$ cat config.mk
export PLATFORM = sky130hd
export DESIGN_NAME = toggle_cover_collector
export DESIGN_NICKNAME = d
export VERILOG_FILES = /design/src/rtl/toggle_cover_pkg.sv /design/src/rtl/toggle_cover_collector_pick_lowest.sv /design/src/rtl/toggle_cover_collector.sv
export SDC_FILE = /design/constraint.sdc
export NUM_CORES = 1
export LEC_CHECK = 0
export BUFFER_PORTS_ARGS = -buffer_cell sky130_fd_sc_hd__buf_2
export CAP_MARGIN = 40
export CORE_UTILIZATION = 47
export DETAILED_ROUTE_END_ITERATION = 6
export PLACE_DENSITY = 0.66
export SLEW_MARGIN = 20
export SYNTH_ARGS = -nofsm -noshare
export SYNTH_HDL_FRONTEND = slang
export SYNTH_SLANG_ARGS = --single-unit
$ cat constraint.sdc
create_clock -name clock -period 52.8 [get_ports clock]
set_input_delay 5.28 -clock clock [delete_from_list [all_inputs] [get_ports clock]]
set_output_delay 5.28 -clock clock [all_outputs]
set_load 0.005 [all_outputs]
$ cat src/rtl/toggle_cover_pkg.sv
// Shared definitions for the toggle cover collector: default sizes,
// the hit counter width and the two-state monitoring enum.
package toggle_cover_pkg;

   localparam int DEFAULT_WIDTH         = 16;
   localparam int DEFAULT_MAX_PER_CYCLE = 2;
   localparam int HIT_W                 = 16;

   typedef enum logic {
      BASELINE = 1'b0,
      RUN      = 1'b1
   } state_e;

endpackage

$ cat src/rtl/toggle_cover_collector_pick_lowest.sv
// toggle_pick_lowest: purely combinational selection of up to N of the
// lowest-index set bits of a W-bit vector. Higher bits stay unselected and
// are left for later cycles by the caller.
module toggle_pick_lowest #(
   parameter int W = 8,
   parameter int N = 2
) (
   input  logic [W-1:0] vec,
   output logic [W-1:0] sel
);

   int taken;

   // Scan from bit 0 upward, granting bits until N have been taken.
   always_comb begin
      sel   = '0;
      taken = 0;
      for (int i = 0; i < W; i++) begin
         if (vec[i] && (taken < N)) begin
            sel[i] = 1'b1;
            taken  = taken + 1;
         end
      end
   end

endmodule

$ cat src/rtl/toggle_cover_collector.sv
// toggle_cover_collector: watches a signal vector for rising and falling
// edges, queues each as a cover point (rise of bit i at 2i, fall at 2i+1)
// and drains the queue at most MAX_PER_CYCLE points per cycle as one-cycle
// pulses on valid, while counting every emitted pulse in hit_count.
// Optional build macro: TOGGLE_COVER_ONCE_EN -- adds a covered mask so each
// cover point is reported at most once until clear or reset.
module toggle_cover_collector
   import toggle_cover_pkg::*;
#(
   parameter int WIDTH         = DEFAULT_WIDTH,
   parameter int MAX_PER_CYCLE = DEFAULT_MAX_PER_CYCLE
) (
   input  logic                 clock,
   input  logic                 reset,
   input  logic                 en,
   input  logic                 clear,
   input  logic [WIDTH-1:0]     sig,
   output logic [2*WIDTH-1:0]   valid,
   output logic                 busy,
   output logic [HIT_W-1:0]     hit_count
);

   state_e               state_q, state_d;
   logic [WIDTH-1:0]     prev_q, prev_d;
   logic [2*WIDTH-1:0]   pending_q, pending_d;
   logic [2*WIDTH-1:0]   valid_q, valid_d;
   logic [HIT_W-1:0]     hit_count_q, hit_count_d;
`ifdef TOGGLE_COVER_ONCE_EN
   logic [2*WIDTH-1:0]   covered_q, covered_d;
`endif

   logic [WIDTH-1:0]     rise, fall;
   logic [2*WIDTH-1:0]   new_raw, new_ev, sel;
   logic [HIT_W-1:0]     pulse_cnt;
   logic [HIT_W:0]       hit_sum;

   toggle_pick_lowest #(
      .W (2*WIDTH),
      .N (MAX_PER_CYCLE)
   ) u_pick (
      .vec (pending_q),
      .sel (sel)
   );

   // Edge detection is only meaningful once a baseline has been captured,
   // so nothing is reported in BASELINE or while monitoring is disabled.
   always_comb begin
      rise    = '0;
      fall    = '0;
      new_raw = '0;
      if ((state_q == RUN) && en) begin
         rise = sig & ~prev_q;
         fall = ~sig & prev_q;
      end
      for (int i = 0; i < WIDTH; i++) begin
         new_raw[2*i]   = rise[i];
         new_raw[2*i+1] = fall[i];
      end
`ifdef TOGGLE_COVER_ONCE_EN
      new_ev = new_raw & ~covered_q;
`else
      new_ev = new_raw;
`endif
   end

   // Count the pulses currently on valid and add them with saturation.
   always_comb begin
      pulse_cnt = '0;
      for (int i = 0; i < 2*WIDTH; i++) begin
         pulse_cnt = pulse_cnt + {{(HIT_W-1){1'b0}}, valid_q[i]};
      end
      hit_sum = {1'b0, hit_count_q} + {1'b0, pulse_cnt};
   end

   // Next-state logic. A re-detected point that is also being emitted this
   // cycle stays pending, so it is reported again. Clear flushes the queue
   // and counters but lets state/prev advance normally, so a toggle seen
   // during the clear cycle is not re-detected afterwards.
   always_comb begin
      state_d     = en ? RUN : BASELINE;
      prev_d      = en ? sig : prev_q;
      pending_d   = (pending_q & ~sel) | new_ev;
      valid_d     = sel;
      hit_count_d = hit_sum[HIT_W] ? {HIT_W{1'b1}} : hit_sum[HIT_W-1:0];
`ifdef TOGGLE_COVER_ONCE_EN
      covered_d   = covered_q | new_ev;
`endif
      if (clear) begin
         pending_d   = '0;
         valid_d     = '0;
         hit_count_d = '0;
`ifdef TOGGLE_COVER_ONCE_EN
         covered_d   = '0;
`endif
      end
   end

   // State registers with synchronous active-low reset; reset drops any
   // pending points without emitting them.
   always_ff @(posedge clock) begin
      if (!reset) begin
         state_q     <= BASELINE;
         prev_q      <= '0;
         pending_q   <= '0;
         valid_q     <= '0;
         hit_count_q <= '0;
`ifdef TOGGLE_COVER_ONCE_EN
         covered_q   <= '0;
`endif
      end else begin
         state_q     <= state_d;
         prev_q      <= prev_d;
         pending_q   <= pending_d;
         valid_q     <= valid_d;
         hit_count_q <= hit_count_d;
`ifdef TOGGLE_COVER_ONCE_EN
         covered_q   <= covered_d;
`endif
      end
   end

   assign valid     = valid_q;
   assign busy      = |pending_q;
   assign hit_count = hit_count_q;

endmodule

# After elaboration in Yosys (flattened, before gate mapping)
# Index checks and enable logic that the tools add are counted.
# word_totals
ff_bits	97
latch_bits	0
mem_bits_rw	0
romBits	0
inputBits	20
out_inout_bits	49
elab_cells	207
memories	0
# classes
addsub	62
mul	0
n_div	0
n_lt_le_gt_ge	31
eq_ne	0
n_shift	0
n_mux	67
n_bitwise	8
reduce_logical	34
# ops
operator	n
less-than comparator 32 x 3 -> 1 bit, second input constant	30
2-to-1 mux 32 bit	30
adder 32 x 2 -> 32 bit, second input constant	29
adder 16 x 1 -> 16 bit	16
2-to-1 mux 16 bit	3
2-to-1 mux 1 bit	34
AND 16 bit	2
AND 32 bit	1
logical AND 1 bit	32
NOT 16 bit	2
NOT 32 bit	1
bitwise OR 32 bit	1
OR reduction 32 bit	1
adder 16 x 16 -> 17 bit	1
adder 15 x 1 -> 16 bit	1
adder 14 x 1 -> 15 bit	1
adder 13 x 1 -> 14 bit	1
adder 12 x 1 -> 13 bit	1
adder 11 x 1 -> 12 bit	1
adder 10 x 1 -> 11 bit	1
adder 9 x 1 -> 10 bit	1
adder 8 x 1 -> 9 bit	1
adder 7 x 1 -> 8 bit	1
adder 6 x 1 -> 7 bit	1
9 further kinds	9

# Depth between registers and ports, before layout
# Gate-level depths: netlist of the first run.
# depth
depth_word	97
depth_mapped	116
mapped_depth_nobuf	115

# Modules after synthesis
# A second synthesis of the first run with hierarchy kept.
# unflattened
hier_cells	815
area_unflattened_um2	7138.1
# modules_own_cells
module	instances	cells_per_inst	area_each_um2	seq_area_each_um2
toggle_cover_collector	1	441	4506.8	1941.9
toggle_pick_lowest	1	374	2631.3	0.0

# Worst setup path after synthesis of the first run
# Ideal clock, no wire load.
# synth_path
path_type	register to register
startpoint	register pending_q[0]
endpoint	register pending_q[31]
setup_time_ns	0.132
t_arrival_ns	21.676
required_ns	52.668
slack_ns	30.991
stages_incl_launch_ff	112
path_buffers	2
synth_period_minus_slack_ns	21.809
path_cell_list	dfxtp_1 > ha_1 > clkbuf_1 > or2b_1 > xnor2_1 > ha_1 > and2_1 > a221oi_4 > inv_4 > ha_1 > and2_1 > nand2_1 > o21ai_1 > ha_1 > nand3_1 > o21bai_1 > ha_1 > a41o_1 > [76 not listed] > ha_1 > nand2_1 > o31ai_1 > a21o_1 > ha_1 > o21ai_0 > nand4_1 > or3_1 > clkbuf_1 > or2_2 > xnor2_1 > ha_1 > a31o_2 > ha_1 > nor2_1 > nor2_1 > o21ai_0 > a21oi_1
# synth_between
elab_chain_len	97
word_cells_on_any_way	127
classes_between	add/sub (30); order compare (31); mux (32); bitwise (3); reduce/logical (31)
# synth_rtl
element	line	text
start: declaration	toggle_cover_collector.sv:25	logic [2*WIDTH-1:0] pending_q, pending_d;
start signal: assignment	toggle_cover_collector.sv:113	pending_q <= pending_d;
2-to-1 mux 1 bit (*)	toggle_cover_collector_pick_lowest.sv:19	if (vec[i] && (taken < N)) begin
less-than comparator 1 x 2 -> 1 bit	toggle_cover_collector_pick_lowest.sv:19	
logical AND 1 bit	toggle_cover_collector_pick_lowest.sv:19	
2-to-1 mux 32 bit (*)	toggle_cover_collector_pick_lowest.sv:19	
less-than comparator 32 x 3 -> 1 bit	toggle_cover_collector_pick_lowest.sv:19	
logical AND 1 bit	toggle_cover_collector_pick_lowest.sv:19	
2-to-1 mux 32 bit (*)	toggle_cover_collector_pick_lowest.sv:19	
less-than comparator 32 x 3 -> 1 bit	toggle_cover_collector_pick_lowest.sv:19	
[81 not listed]	--	
logical AND 1 bit	toggle_cover_collector_pick_lowest.sv:19	
2-to-1 mux 32 bit (*)	toggle_cover_collector_pick_lowest.sv:19	
less-than comparator 32 x 3 -> 1 bit (*)	toggle_cover_collector_pick_lowest.sv:19	
logical AND 1 bit (*)	toggle_cover_collector_pick_lowest.sv:19	
2-to-1 mux 1 bit (*)	toggle_cover_collector_pick_lowest.sv:19	
NOT 32 bit (*)	toggle_cover_collector.sv:82	pending_d = (pending_q & ~sel) | new_ev;
AND 32 bit (*)	toggle_cover_collector.sv:82	
bitwise OR 32 bit (*)	toggle_cover_collector.sv:82	
# Every way passes the cells marked *; elsewhere a longest branch is shown, timed or not.
# A chain may end at the register's enable or synchronous reset.

# Final worst setup path of the first run
# Ends and elaborated chain as after synthesis.

==> flow_summary.yaml, run 1 <==
placed_design:
  place_inst: 1051
  gp_congestion: 0.907
  dp_worst_setup_slack_ps: 28600
  hpwl_um: 13600
  port_buffers: 68
drt:
  drt_iter0_markers: 468
  vias: 6075
  routed_wirelength_um: 17300
  avgViaCountPerCell: 5.69
  drtPass1Iterations: 7
  drt_drc_violations_left: 21
  antenna_left: 0
  detail_route.wl_per_cell_um: 16.3
power_and_ir_drop:
  pwr-share-comb_pct: 9.3
  leakage_power_nw: 3.72
  power_density_mw_per_mm2: 19.5
  p_sw_share_pct: 23.7
  internal_power_uw: 118
  power.clock.fraction_pct: 42.1
  worst_ir_drop_vdd_uv: 15.1
  power.switching_uw: 36.5
  seq_power_share_pct: 48.6
worst_setup_path:
  critPathRequiredTime_ps: 53000
  cp_slowest_cell: "sky130_fd_sc_hd__a221oi_4"
  critPathArrivalTime_ps: 24810
  critPathCaptureType: "flop"
  cp_slowest_stage_delay_ps: 510
  critPathKind: "reg -> reg"
  critPathMaxFanout: 10
  critical_path.startpoint_type: "flop"
  cpMostUsedCell: "sky130_fd_sc_hd__ha_1"
final_layout:
  most-common-layout-cells: "sky130_fd_sc_hd__dfxtp_1, sky130_fd_sc_hd__buf_2, sky130_fd_sc_hd__inv_1"
  layout.cells.non_filler: 1067
  mostFrequentLayoutCell: "sky130_fd_sc_hd__dfxtp_1"
  diodes: 0
  area_growth_pct: 11.6
  post_route_cells_drive_above_1_share_pct: 14.9
  nNetsFinal: 970
global_route:
  grtUsageTotal_pct: 22.9
  grt_pass1_wl_um: 28500
  grt_start_max_net_pins: 67
  first_global_vias: 5640
  antenna_found_initial: 0
  grt.overflow.total: 0
status:
  status: "complete, but fails checks"
  violations: "DRC"
clocking:
  path_clk_slew_ps: 70
  max-clock-path-buffers: 2
  clock-root-buffer: "sky130_fd_sc_hd__clkbuf_16"
  clock_latency_ps: 350
  cts_resized: 0
  cts_sinks: 97
  htreeDepth: 3
  cts_tree: "built"
  postCtsSetupRepairBufs: 0
  cts_buffers: 9
  cts-hold-fix-buffers: 0
die:
  core-area_mm2: 0.0146
  ios: 69
  die_h_um: 125
  die_outline_area_mm2: 0.0156
  placementRows: 44
  fp.dieW_um: 125
  initial_utilization_pct: 48.4
sta:
  report.final.setup_viol: 0
  timing.final.crit_period_ps: 24600
  unrepaired_setup_endpoints_after_global_routing: "false"
  slew-limit-headroom_pct: 47.9
  hold_fails_final_rpt: 0
  setup-tns-final_ps: 0
  final.setup_skew_ps: 8.38
  final_max_slew_viol_count: 0
  final_critical_path_setup_slack_ps: 28200
  layout_worst_path_cycle_share_pct: 46.6
  max_slew.worst_pin.slew_ps: 781
  timing.fmax_mhz: 40.6
run:
  maxCapViolations: 0
yosys:
  yosys_warnings: 0
  syn_inst: 819
  synth_seq_area_share_pct: 27.4
  async_reset_ff_share_pct: 0
  number_of_enable_type_register_cells_in_the_synthesized_netlist: 0
  avgSynthCellArea_um2: 8.65
  netlist-cell-type-count: 81
  synth_fp_nets: 911
  synth.ff_latch_count: 97
  dominantRegCellSynth: "sky130_fd_sc_hd__dfxtp_1"
  netlist_area_mm2: 0.00708
worst_hold_path:
  worstHoldPathType: "reg -> reg"
cells by family (layout without fill, tap and decap cells):
kind of cell / count (synthesis) / count (layout) / synth area share, %
flip-flops: 97 / 97 / 27.4
AO/OA/AOI/OAI: 160 / 160 / 15.6
XOR/XNOR: 44 / 44 / 7.14
buffers and inverters: 93 / 157 / 5.02
AND/OR/NAND/NOR: 333 / 333 / 26.5
adder cells (fa/ha/maj): 72 / 72 / 15.5
multiplexers: 20 / 20 / 2.83
layout make-up:
type	instances	area [um2]
multi-input cells	629	4790
fillers	1416	6740
repair buffers	72	390
clock buffers	15	288
flip-flops and latches	97	1940
clock inverters	1	7.51
inverters	69	262
well taps	184	230
power by group through the flow:
stage                     Combinational (mW)  Clock (mW)  Sequential [mW]
final                                 0.0144      0.0648           0.0749
after CTS                             0.0144      0.0659           0.0749
after global placement                0.0140           0           0.0765
after global routing                  0.0160      0.0687           0.0750
after detailed placement              0.0143           0           0.0766
after floorplan                       0.0106           0           0.0763
routing by layer:
| metal | part of all wire, % | global-route usage [%] |
|---|---|---|
| met1 | 51 | 33.6 |
| met2 | 42 | 34.5 |
| met3 | 5.8 | 4.34 |
| met4 | 1.0 | 5.30 |
| met5 | 0 | 0 |
synth_stat cells, types with 5 or more instances:
master | number | share of area, %
sky130_fd_sc_hd__dfxtp_1 | 97 | 27
sky130_fd_sc_hd__inv_1 | 66 | 3.5
sky130_fd_sc_hd__nand2_1 | 65 | 3.4
sky130_fd_sc_hd__nor2_1 | 65 | 3.4
sky130_fd_sc_hd__o21ai_0 | 49 | 3.5
sky130_fd_sc_hd__ha_1 | 46 | 8.1
sky130_fd_sc_hd__a21oi_1 | 37 | 2.6
sky130_fd_sc_hd__nand3_1 | 29 | 2.0
sky130_fd_sc_hd__fa_1 | 26 | 7.3
sky130_fd_sc_hd__nor2b_1 | 21 | 1.9
sky130_fd_sc_hd__nor3_1 | 21 | 1.5
sky130_fd_sc_hd__xnor2_1 | 21 | 2.6
sky130_fd_sc_hd__clkbuf_1 | 20 | 1.1
sky130_fd_sc_hd__mux2i_1 | 20 | 2.8
sky130_fd_sc_hd__nor4_1 | 19 | 1.7
sky130_fd_sc_hd__and3_1 | 18 | 1.6
sky130_fd_sc_hd__nand3b_1 | 16 | 1.7
sky130_fd_sc_hd__a32oi_1 | 15 | 1.9
sky130_fd_sc_hd__xor2_1 | 13 | 1.6
sky130_fd_sc_hd__and2_1 | 12 | 1.1
sky130_fd_sc_hd__or3_1 | 8 | 0.71
sky130_fd_sc_hd__nand4_1 | 7 | 0.62
sky130_fd_sc_hd__o211ai_1 | 7 | 0.74
sky130_fd_sc_hd__and4b_1 | 6 | 0.85
sky130_fd_sc_hd__o21bai_1 | 6 | 0.64
sky130_fd_sc_hd__nand2b_1 | 5 | 0.44
sky130_fd_sc_hd__or2_2 | 5 | 0.44
through the flow:
step | hold slack (ps) | instance area (um2) | power, mW | utilization [%]
after floorplan | 452 | 7080 | 0.0869 | -
after CTS | 498 | 7910 | 0.155 | 54.0
after global placement | 483 | 7580 | 0.0905 | 51.8
after detailed placement | 487 | 7610 | 0.0909 | 52.0
final | 501 | 7910 | 0.154 | 54.0
after global routing | 523 | 7910 | 0.160 | 54.0
sequential cells by signal (all words and copies together) (netlist names):
name       count
pending_q     32
prev_q        16
valid         32
state_q        1
hit_count     16
path summary, 6_finish.rpt:
path,startpoint,endpoint,slack [ps],depth (start not counted)
setup reg to reg,pending_q[0],pending_q[31],28200,106
hold reg to reg,prev_q[11],pending_q[23],500,2
setup / recovery,pending_q[0],pending_q[31],28200,106
hold / removal,prev_q[11],pending_q[23],500,2
critical path, delay by kind of cell (launching register included):
kind                     cells  cell delay (ps)
AND/OR/NAND/NOR             43             8610
buffers and inverters        8              720
XOR/XNOR                     6             1450
flip-flops                   1              360
AO/OA/AOI/OAI               25             6170
adder cells (fa/ha/maj)     24             7190
Power figures use the tool's default switching activity.
==> run 2, diff against run 1 <==
--- a/config.mk
+++ b/config.mk
@@ -5,6 +5,7 @@
 export SDC_FILE = /design/constraint.sdc
 export NUM_CORES = 1
 export LEC_CHECK = 0
+export ABC_AREA = 1
 export BUFFER_PORTS_ARGS = -buffer_cell sky130_fd_sc_hd__buf_2
 export CAP_MARGIN = 40
 export CORE_UTILIZATION = 47
==> constraint.sdc (replaced) <==
create_clock -name clock -period 23.7 [get_ports clock]
set_input_delay 2.37 -clock clock [delete_from_list [all_inputs] [get_ports clock]]
set_output_delay 2.37 -clock clock [all_outputs]
set_load 0.005 [all_outputs]
==> run 2 against run 1 <==
  * Core utilization increased by 0.81 points
  * Cell count fell by 8.9%
  * Wire length is 20% lower
  * Die area fell by 13%
  * Worst setup slack got worse by 23000 ps
  * Clock power is 110% higher
  * Non-clock buffer count down 2
  * Sequential cell count is the same
  * Via count down 16%
  * The run now ends clean
  * Critical endpoint is now valid[31]
  * Hold slack got worse by 39 ps
  * Critical path depth decreased by 17
==> flow_summary.yaml, run 2 <==
status:
  status: "complete, no violations"
worst_setup_path:
  top_delay_family_on_crit_path: "adder cells"
  critPathKind: "reg -> reg"
  cp_slowest_cell: "sky130_fd_sc_hd__dfxtp_1"
  critPathRequiredTime_ps: 23950
  critPathCaptureType: "flop"
  critPathArrivalTime_ps: 19050
  critPathMaxFanout: 5
  critical_path.startpoint_type: "flop"
  count_of_buffering_cells_on_the_critical_path_with_inverters_included: 17
  cp_slowest_stage_delay_ps: 380
  cpMostUsedCell: "sky130_fd_sc_hd__ha_1"
sta:
  hold_fails_final_rpt: 0
  timing.fmax_mhz: 53.2
  timing.final.crit_period_ps: 18790
  final.setup_skew_ps: 6.32
  report.final.setup_viol: 0
  max_slew.worst_pin.slew_ps: 806
  slew-limit-headroom_pct: 46.0
  setup-tns-final_ps: 0
  unrepaired_setup_endpoints_after_global_routing: "false"
  layout_worst_path_cycle_share_pct: 79.3
  final_max_slew_viol_count: 0
die:
  initial_utilization_pct: 48.5
  core-area_mm2: 0.0127
  ios: 69
  fp.dieW_um: 116
  placementRows: 41
  die_outline_area_mm2: 0.0135
  die_h_um: 116
yosys:
  synth.ff_latch_count: 97
  avgSynthCellArea_um2: 8.44
  synth_top_cell_area_share_pct: 31.6
  async_reset_ff_share_pct: 0
  synthTopCellsByArea: "sky130_fd_sc_hd__dfxtp_1, sky130_fd_sc_hd__ha_1, sky130_fd_sc_hd__fa_1, sky130_fd_sc_hd__inv_1, sky130_fd_sc_hd__xnor2_2"
  dominantRegCellSynth: "sky130_fd_sc_hd__dfxtp_1"
  synth_seq_area_share_pct: 31.6
  netlist_area_mm2: 0.00615
  yosys_warnings: 0
  syn_inst: 729
  netlist-cell-type-count: 30
  number_of_enable_type_register_cells_in_the_synthesized_netlist: 0
  synth.top_cells.by_count: "sky130_fd_sc_hd__dfxtp_1, sky130_fd_sc_hd__inv_1, sky130_fd_sc_hd__nand2_1"
  yosys.cell_count.top_type: "sky130_fd_sc_hd__dfxtp_1"
  synth_fp_nets: 821
  netlist.top_cell.by_area: "sky130_fd_sc_hd__dfxtp_1"
clocking:
  htreeDepth: 3
  cts-hold-fix-buffers: 0
  cts_tree: "built"
  cts_buffers: 9
  cts_sinks: 97
  cts_resized: 0
  postCtsSetupRepairBufs: 0
  path_clk_slew_ps: 70
  max-clock-path-buffers: 2
  clock_latency_ps: 340
  clock-root-buffer: "sky130_fd_sc_hd__clkbuf_16"
global_route:
  grt.overflow.total: 0
  antenna_found_initial: 0
  grt_pass1_wl_um: 22700
  grtUsageTotal_pct: 21.7
  grt_start_max_net_pins: 57
  first_global_vias: 4890
final_layout:
  nNetsFinal: 887
  mostFrequentLayoutCell: "sky130_fd_sc_hd__dfxtp_1"
  diodes: 0
  most-common-layout-cells: "sky130_fd_sc_hd__dfxtp_1, sky130_fd_sc_hd__inv_1, sky130_fd_sc_hd__nand2_1"
  post_route_cells_drive_above_1_share_pct: 19.1
  area_growth_pct: 12.9
drt:
  vias: 5131
  drt_iter0_markers: 363
  antenna_left: 0
  detail_route.wl_per_cell_um: 14.3
  drtPass1Iterations: 5
  avgViaCountPerCell: 5.28
  routed_wirelength_um: 13900
  drt_drc_violations_left: 0
placed_design:
  gp_congestion: 0.858
  hpwl_um: 11000
  port_buffers: 68
power_and_ir_drop:
  leakage_power_nw: 3.51
  pwr-share-comb_pct: 9.9
  internal_power_uw: 249
  post-layout-total-power_uw: 335
  power.clock.fraction_pct: 40.2
  power_density_mw_per_mm2: 48.2
  worst_ir_drop_vdd_uv: 30.3
  seq_power_share_pct: 49.9
  power.switching_uw: 85.6
  p_sw_share_pct: 25.5
run:
  maxCapViolations: 0
worst_hold_path:
  worstHoldPathType: "reg -> reg"
## run 2: area by class of cell
cell class | count | area (um2)
clock inverters | 7 | 47.5
fillers | 1182 | 5730
flip-flops and latches | 97 | 1940
clock buffers | 9 | 225
well taps | 172 | 215
repair buffers | 70 | 363
multi-input cells | 505 | 3730
inverters | 112 | 420
## run 2: metal layers
metal | vias to the layer above | GRT usage [%] | wire length [um]
met4 | 0 | 8.38 | 272
li1 | 2626 | - | -
met1 | 2366 | 27.8 | 6400
met2 | 119 | 36.7 | 6630
met3 | 20 | 3.63 | 589
met5 | - | 0 | 0
## run 2: final timing paths
kind	slack [ps]	endpoint	depth (start not counted)	startpoint
min reg2reg	460	prev_q[2]	2	prev_q[2]
max	4910	valid[31]	89	pending_q[0]
min	460	prev_q[2]	2	prev_q[2]
max reg2reg	4910	valid[31]	89	pending_q[0]
## run 2: power by group through the flow
stage	clock [mW]	sequential, mW	combinational, mW
5_1_grt	0.145	0.167	0.0373
2_1_floorplan	0	0.170	0.0254
3_3_place_gp	0	0.171	0.0315
4_1_cts	0.139	0.167	0.0334
6_report	0.135	0.167	0.0333
3_5_place_dp	0	0.171	0.0332
## run 2: kinds of logic after synthesis
group | synth area share, %
AOI/OAI and AO/OA | 17.3
xor gates and xnor gates | 8.18
adders and majority gates | 17.8
buffers and inverters | 7.75
DFF | 31.6
and+or+nand+nor | 17.4
## run 2: metrics by stage
stage | util [%] | cells | worst slack, ps | area [um2] | hold slack, ps
global route | 54.8 | 972 | 3620 | 6940 | 488
detailed placement | 52.7 | 956 | 5070 | 6670 | 455
floorplan | - | 729 | 6750 | 6150 | 422
finish | 54.8 | 972 | 4910 | 6940 | 463
CTS | 54.8 | 972 | 5000 | 6940 | 466
global placement | 52.5 | 955 | 6030 | 6660 | 453
## run 2: worst min-delay path: cells and delay by family (launching register included)
kind / cells / cell delay [ps]
AO/OA/AOI/OAI: 1 / 50
AND/OR/NAND/NOR: 1 / 60
flip-flops: 1 / 310
